--- config.mk ---
export PLATFORM = sky130hd
export DESIGN_NAME = program_launch_ctrl
export DESIGN_NICKNAME = d
export VERILOG_FILES = /design/src/rtl/launch_pkg.sv /design/src/rtl/run_watchdog.sv /design/src/rtl/program_launch_ctrl.sv
export SDC_FILE = /design/constraint.sdc
export NUM_CORES = 1
export LEC_CHECK = 0
export CAP_MARGIN = 20
export CORE_UTILIZATION = 25
export DETAILED_ROUTE_END_ITERATION = 12
export PLACE_DENSITY = 0.44
export SYNTH_ARGS = -nofsm -noshare
export SYNTH_HDL_FRONTEND = slang
export SYNTH_HIERARCHICAL = 1
export SYNTH_SLANG_ARGS = --single-unit
--- constraint.sdc ---
create_clock -name Clk -period 2.1 [get_ports Clk]
set_input_delay 0.42 -clock Clk [delete_from_list [all_inputs] [get_ports Clk]]
set_output_delay 0.42 -clock Clk [all_outputs]
set_load 0.1 [all_outputs]
--- src/rtl/launch_pkg.sv ---
// Shared types and constants for the program launch controller.
// Holds the launch FSM state enum, resident program count and default entry addresses.
package launch_pkg;

  typedef enum logic [2:0] {IDLE, ARMED, LAUNCH, RUN, DONE} launch_state_t;

  localparam int NUM_PROGS = 3;
  localparam logic [1:0] LAST_PROG = 2'(NUM_PROGS - 1);

  localparam logic [9:0] P0_BASE_DEF = 10'd0;
  localparam logic [9:0] P1_BASE_DEF = 10'd100;
  localparam logic [9:0] P2_BASE_DEF = 10'd300;

  function automatic logic [1:0] next_prog(input logic [1:0] sel);
    if (sel >= LAST_PROG) return 2'd0;
    return sel + 2'd1;
  endfunction

endpackage

--- src/rtl/run_watchdog.sv ---
// Saturating RUN-cycle counter with synchronous clear and enable.
// Raises terminal while the count equals TIMEOUT-1.
module run_watchdog #(
  parameter int CNT_W   = 16,
  parameter int TIMEOUT = 4096
) (
  input  logic             Clk,
  input  logic             Reset,
  input  logic             clear,
  input  logic             enable,
  output logic             terminal,
  output logic [CNT_W-1:0] count
);

  localparam logic [CNT_W-1:0] TC_VAL = CNT_W'(TIMEOUT - 1);

  logic [CNT_W-1:0] count_q, count_d;

  always_comb begin
    count_d = count_q;
    if (clear) count_d = '0;
    else if (enable && (count_q != '1)) count_d = count_q + CNT_W'(1);
  end

  always_ff @(posedge Clk or negedge Reset) begin
    if (!Reset) count_q <= '0;
    else        count_q <= count_d;
  end

  assign terminal = (count_q == TC_VAL);
  assign count    = count_q;

endmodule

--- src/rtl/program_launch_ctrl.sv ---
// Run controller: Start/Ack handshake, program selection, PC load, halt detect, watchdog.
// Optional macro LAUNCH_CYCLE_COUNT_EN enables the CycleCnt latch; otherwise CycleCnt is 0.
module program_launch_ctrl
  import launch_pkg::*;
#(
  parameter int              PC_W    = 10,
  parameter logic [PC_W-1:0] P0_BASE = PC_W'(P0_BASE_DEF),
  parameter logic [PC_W-1:0] P1_BASE = PC_W'(P1_BASE_DEF),
  parameter logic [PC_W-1:0] P2_BASE = PC_W'(P2_BASE_DEF),
  parameter int              TIMEOUT = 4096,
  parameter int              CNT_W   = 16
) (
  input  logic             Clk,
  input  logic             Reset,
  input  logic             Start,
  input  logic             Halt,
  output logic             Ack,
  output logic             Run,
  output logic             PcLoad,
  output logic [PC_W-1:0]  PcStart,
  output logic [1:0]       ProgSel,
  output logic             Timeout,
  output logic [CNT_W-1:0] CycleCnt
);

  launch_state_t    state_q, state_d;
  logic [1:0]       prog_sel_q, prog_sel_d;
  logic             timeout_q, timeout_d;
  logic             ack_q, ack_d;
  logic             run_q, run_d;
  logic             pc_load_q, pc_load_d;
  logic             finish;
  logic             wd_clear, wd_enable, wd_terminal;
  logic [CNT_W-1:0] wd_count;

  run_watchdog #(.CNT_W(CNT_W), .TIMEOUT(TIMEOUT)) u_watchdog (
    .Clk      (Clk),
    .Reset    (Reset),
    .clear    (wd_clear),
    .enable   (wd_enable),
    .terminal (wd_terminal),
    .count    (wd_count)
  );

  // Halt takes priority over the watchdog when both fire in the same RUN cycle.
  always_comb begin
    state_d    = state_q;
    prog_sel_d = prog_sel_q;
    timeout_d  = timeout_q;
    wd_clear   = 1'b0;
    wd_enable  = 1'b0;
    finish     = 1'b0;
    case (state_q)
      IDLE: if (Start) state_d = ARMED;
      ARMED: begin
        wd_clear  = 1'b1;
        timeout_d = 1'b0;
        if (!Start) state_d = LAUNCH;
      end
      LAUNCH: state_d = RUN;
      RUN: begin
        wd_enable = 1'b1;
        if (Halt) begin
          finish    = 1'b1;
          timeout_d = 1'b0;
        end else if (wd_terminal) begin
          finish    = 1'b1;
          timeout_d = 1'b1;
        end
      end
      DONE: if (Start) state_d = ARMED;
      default: state_d = IDLE;
    endcase
    if (finish) begin
      state_d    = DONE;
      prog_sel_d = next_prog(prog_sel_q);
    end
    ack_d     = (state_d == DONE);
    run_d     = (state_d == RUN);
    pc_load_d = (state_d == LAUNCH);
  end

  always_ff @(posedge Clk or negedge Reset) begin
    if (!Reset) begin
      state_q    <= IDLE;
      prog_sel_q <= 2'd0;
      timeout_q  <= 1'b0;
      ack_q      <= 1'b0;
      run_q      <= 1'b0;
      pc_load_q  <= 1'b0;
    end else begin
      state_q    <= state_d;
      prog_sel_q <= prog_sel_d;
      timeout_q  <= timeout_d;
      ack_q      <= ack_d;
      run_q      <= run_d;
      pc_load_q  <= pc_load_d;
    end
  end

  always_comb begin
    PcStart = P0_BASE;
    case (prog_sel_q)
      2'd1:    PcStart = P1_BASE;
      2'd2:    PcStart = P2_BASE;
      default: PcStart = P0_BASE;
    endcase
  end

`ifdef LAUNCH_CYCLE_COUNT_EN
  logic [CNT_W-1:0] cycle_cnt_q, cycle_cnt_d;

  // The latched count includes the halting cycle itself.
  always_comb begin
    cycle_cnt_d = cycle_cnt_q;
    if (finish) cycle_cnt_d = (wd_count == '1) ? wd_count : wd_count + CNT_W'(1);
  end

  always_ff @(posedge Clk or negedge Reset) begin
    if (!Reset) cycle_cnt_q <= '0;
    else        cycle_cnt_q <= cycle_cnt_d;
  end

  assign CycleCnt = cycle_cnt_q;
`else
  logic unused_wd_count;
  assign unused_wd_count = ^wd_count;
  assign CycleCnt        = '0;
`endif

  assign Ack     = ack_q;
  assign Run     = run_q;
  assign PcLoad  = pc_load_q;
  assign ProgSel = prog_sel_q;
  assign Timeout = timeout_q;

endmodule
Word level (Yosys, flattened, before mapping). Cells that the tools add are included.

$add $sub $neg: 2. $lt $le $gt $ge: 1. Equality and inequality tests: 12. Mux-type cells: 19. Reduce and logical (&&, ||, !) cells: 6.

Operators by type and width (number): 2-to-1 mux 16 bit (2); case mux 9 bit (2 select lines) (1); adder 16 x 1 -> 16 bit (second input constant) (1); == test 16 x 12 -> 1 bit (second input constant) (1); inequality test 16 bit (second input constant) (1); == test 3 x 2 -> 1 bit (second input constant) (4); case mux 3 bit (4 select lines) (1); 2-to-1 mux 1 bit (9); 2-to-1 mux 3 bit (3); == test 3 bit (second input constant) (2); 2-to-1 mux 2 bit (2); nonzero test 2 bit (2); == test 3 x 1 -> 1 bit (second input constant) (1); zero test 3 bit (1); inequality test 3 x 2 -> 1 bit (second input constant) (1); adder 2 x 1 -> 2 bit (second input constant) (1); == test 2 x 1 -> 1 bit (second input constant) (1); == test 2 bit (second input constant) (1); greater-or-equal comparator 2 bit (second input constant) (1); case mux 1 bit (2 select lines) (1); AND reduction 2 bit (1); OR reduction 2 bit (1); logical AND 1 bit (1).

Flip-flop bits (word level): 25. Input port bits: 4. Logic and storage cells: 47.

Logic depth before layout (Yosys ltp).
Depth after elaboration: 6. Mapped depth: 6.

Modules after synthesis. The synthesis kept the hierarchy.

Modules (own cells, without submodules): run_watchdog (times used 1, cells each 93, area an instance 927.1 µm², seq. area each 400.4 µm²); program_launch_ctrl (times used 1, cells each 60, area an instance 609.3 µm², seq. area each 225.2 µm²).

Least setup slack after synthesis. Ideal clock, no wire load.

Path kind: reg-to-output. From: register prog_sel_q[0] (netlist: ProgSel[0]). To: output port PcStart[5]. Arrival: 2.412 ns. Data required time: 1.680 ns. Slack: -0.732 ns. Cell stages (with the launch flop): 4. Path through: dfrtp_1 > inv_1 > ha_1 > buf_4.

Cells in the longest elaborated chain, start to end: 2.

Ends and longest elaborated chain: start: declaration (line program_launch_ctrl.sv:27) `logic [1:0] prog_sel_q, prog_sel_d;`; start signal: assignment (line program_launch_ctrl.sv:93) `prog_sel_q <= prog_sel_d;`; == test 2 bit / == test 2 x 1 -> 1 bit (equally long branches) (line program_launch_ctrl.sv:103) `case (prog_sel_q)`; case mux 9 bit (2 select lines) (*) (line program_launch_ctrl.sv:103); end: declaration (line program_launch_ctrl.sv:20) `output logic [PC_W-1:0] PcStart,`.

Mark *: on every way between the ends. The rest lies on a longest branch, timed or not.

Final worst setup path.
From: register u_watchdog.count_q[12] (netlist: u_watchdog/count[12]). To: register prog_sel_q[0] (netlist: ProgSel[0]).

Cells in the longest elaborated chain, start to end: 4.

Ends and longest elaborated chain: start: declaration (line run_watchdog.sv:17) `logic [CNT_W-1:0] count_q, count_d;`; start signal: assignment (line run_watchdog.sv:27) `else count_q <= count_d;`; == test 16 x 12 -> 1 bit (line run_watchdog.sv:30) `assign terminal = (count_q == TC_VAL);`; via wd_terminal (line program_launch_ctrl.sv:33) `logic wd_clear, wd_enable, wd_terminal;`; 2-to-1 mux 1 bit (line program_launch_ctrl.sv:66) `end else if (wd_terminal) begin`; 2-to-1 mux 1 bit (line program_launch_ctrl.sv:63) `if (Halt) begin`; 2-to-1 mux 1 bit (line program_launch_ctrl.sv:53) `case (state_q)`.

The timed path passes the listed nets, and every way through them passes these cells. A chain may end at the register's enable or synchronous reset.

==> impl_metrics.toml <==
[pwr]
power.density_nw_per_um2 = 1533
max-vdd-ir-drop_mv = 1.348
p_leak_nw = 0.8054
p_total_w = 0.002750

[sta]
skew_ns = 0.002732
min_period_over_period_pct = 91.90
max_freq_ghz = 0.5181
drv_slew = 0
finalSetupViolations = 0
fin_crit_ns = 1.930
hold_viol_final = 0
rsz0062_at_grt = "no"

[floorplan]
std_cell_rows = 28
fp.dieArea_um2 = 6463
die_x_um = 80.40
die_height_um = 80.40
core_area_um2 = 5921
start_util_pct = 25.95
ios = 36

[synth]
synth_edf_count = 0
async_flop_share_pct = 100.0
synthTopCellsByArea = "dfrtp_1, buf_4, a21oi_1, ha_1, o21ai_0"
synth.avg_cell_area_um2 = 10.04
ys_seq_area_share_pct = 40.72
yosys_warnings = 6
synth_area_um2 = 1536
netlist_instances = 153
yosysTopAreaCell = "dfrtp_1"
yosysTopAreaCellShare_pct = 40.72
synth_cell_types = 44
synth_ff_type = "dfrtp_1"
synth_seq_cells = 25

[global_route]
grt_max_degree = 26
grt_util_all_layers_pct = 10.41
first_global_vias = 1126
grt-ovfl-total = 0
grt_pass1_wl_um = 5230
antenna_found_initial = 0

[critical_path]
required_ns = 2.26
reg2regPathDepth = 5
arrival_ns = 2.09
reg2reg_to = "ProgSel[0]"
reg2reg_from = "u_watchdog/count[12]"
crit_start = "u_watchdog/count[12]"
crit_type = "flip-flop to flip-flop"
cp-endpoint = "ProgSel[0]"
crit_path_end_kind = "flip-flop"
crit_fanout = 7
r2r_slack_ns = 0.17
start_kind = "flip-flop"

[clock_network]
clockBufferDepth = 2
cts_root_buf = "clkbuf_8"
clock_sinks = 25
clk_pin_slew_worst_paths_ns = 0.09
cts-htree-levels = 1
cts_hold_buf = 0
clock_latency_ns = 0.27
cts_buffers = 3
cts_tree = "yes"

[layout]
drive_above_1_share_pct = 23.98
fill_cells = 628
nets = 180
fin_area_um2 = 1794
n_antenna_cell = 0
syn_to_final_growth_pct = 16.78

[placed_design]
place_congestion = 0.7706
io_buffers = 14
dp_hpwl_um = 2147
place_area_um2 = 1742

[routing]
via_per_inst = 4.557
vias = 1121
routed_wl_um = 2899
drt_first_pass_iters = 4
drcViolationCount = 0
avgRoutedWirePerCell_um = 11.78
ant_nets = 0
drtIter0Drc = 101

[job]
drv_cap = 0

[worst_hold_path]
hold_path_class = "primary input to async pin"

[outcome]
status = "finished clean"
==> cell usage after synthesis (2+ instances only) <==
| library cell | number |
|---|---|
| a21oi_1 | 14 |
| and3_1 | 2 |
| buf_4 | 24 |
| dfrtp_1 | 25 |
| ha_1 | 4 |
| inv_1 | 5 |
| mux2_4 | 2 |
| mux2i_1 | 2 |
| nand2_1 | 7 |
| nand4_1 | 4 |
| nor2_1 | 8 |
| nor3_1 | 2 |
| nor4_1 | 2 |
| o21ai_0 | 9 |
| o31ai_1 | 3 |
| o41ai_1 | 2 |
| or2_2 | 2 |
| or3_1 | 6 |
| or4_1 | 4 |
| xor2_1 | 2 |
==> how the worst min path moves through the flow <==
stage	startpoint	to	slack, ns	cells past startpoint
floorplan	Reset	Ack	0.12	0
global placement	u_watchdog/count[1]	u_watchdog/count[1]	0.53	2
detailed placement	Timeout	Timeout	0.54	2
CTS	Reset	u_watchdog/count[8]	0.52	2
global route	Reset	u_watchdog/count[12]	0.54	2
finish	Reset	u_watchdog/count[3]	0.51	2
==> final cells by class <==
class / count / area (um2) / area share [%]
clock inverter: 1 / 5.005 / 0.2789
sequential: 25 / 628.1 / 35.01
tap: 75 / 93.84 / 5.230
inverter: 5 / 18.77 / 1.046
multi-input combinational: 116 / 779.5 / 43.44
clock buffer: 3 / 41.29 / 2.301
timing repair buffer: 21 / 227.7 / 12.69
==> state kept, by name, indices dropped and copies added (netlist names) <==
| register | cells |
|---|---|
| state_q | 3 |
| PcLoad | 1 |
| Timeout | 1 |
| Run | 1 |
| u_watchdog/count | 16 |
| ProgSel | 2 |
| Ack | 1 |
==> report_power, final <==
group          total, W  switching, W  internal (W)
sequential     0.000662     0.0000920      0.000570
combinational   0.00180       0.00127      0.000532
clock          0.000290      0.000157      0.000133
==> repair_timing <==
item,in CTS,in global routing
setup endpoints to repair,0,3
buffers inserted,0,0
resized for setup,0,1
==> layout by cell type (no fill, tap or decap), types with 2 or more instances in the layout <==
cell,n
dfrtp_1,23
conb_1,21
a21oi_1,14
buf_4,13
o21ai_0,9
nor2_1,8
nand2_1,7
or3_1,6
inv_1,5
buf_12,5
or4_1,4
nand4_1,4
clkbuf_8,3
clkdlybuf4s50_1,3
o31ai_1,3
dfrtp_2,2
or2_2,2
nor3_1,2
mux2_4,2
ha_1,2
mux2i_1,2
xor2_1,2
and3_1,2
o41ai_1,2
==> per-stage QoR <==
step | setup TNS, ns | instances | hold WS, ns | utilization (%) | worst slack (ns)
final | 0 | 246 | 0.5084 | 30.30 | 0.1700
after global routing | 0 | 246 | 0.5412 | 30.30 | 0.02730
after CTS | 0 | 246 | 0.5230 | 30.20 | 0.1307
after detailed placement | 0 | 242 | 0.5358 | 29.42 | 0.1496
after global placement | 0 | 242 | 0.5305 | 29.42 | 0.1973
after floorplan | -0.05830 | 173 | 0.1244 | - | -0.04741
==> kinds of logic after synthesis <==
| logic type | Yosys count | synth area share [%] |
|---|---|---|
| simple gates | 52 | 21.91 |
| other cells | 1 | 0.2441 |
| xor+xnor | 2 | 1.140 |
| compound gates | 32 | 13.93 |
| mux | 5 | 3.990 |
| flops | 25 | 40.72 |
| fa+ha+maj | 4 | 3.257 |
| buf+inv | 32 | 14.82 |
==> critical path: stages (launching register included) <==
cell and delay, ns:
dfrtp_1 0.44, or4_1 0.53, nor4_2 0.17, buf_4 0.17, o211a_4 0.21, mux2_4 0.30
==> layer usage <==
| metal | part of all wire (%) | track usage (%) |
|---|---|---|
| met1 | 48 | 13.29 |
| met2 | 47 | 16.78 |
| met3 | 3.0 | 1.591 |
| met4 | 1.2 | 5.536 |
| met5 | 0 | 0 |
(Power assumes the default switching activity.)
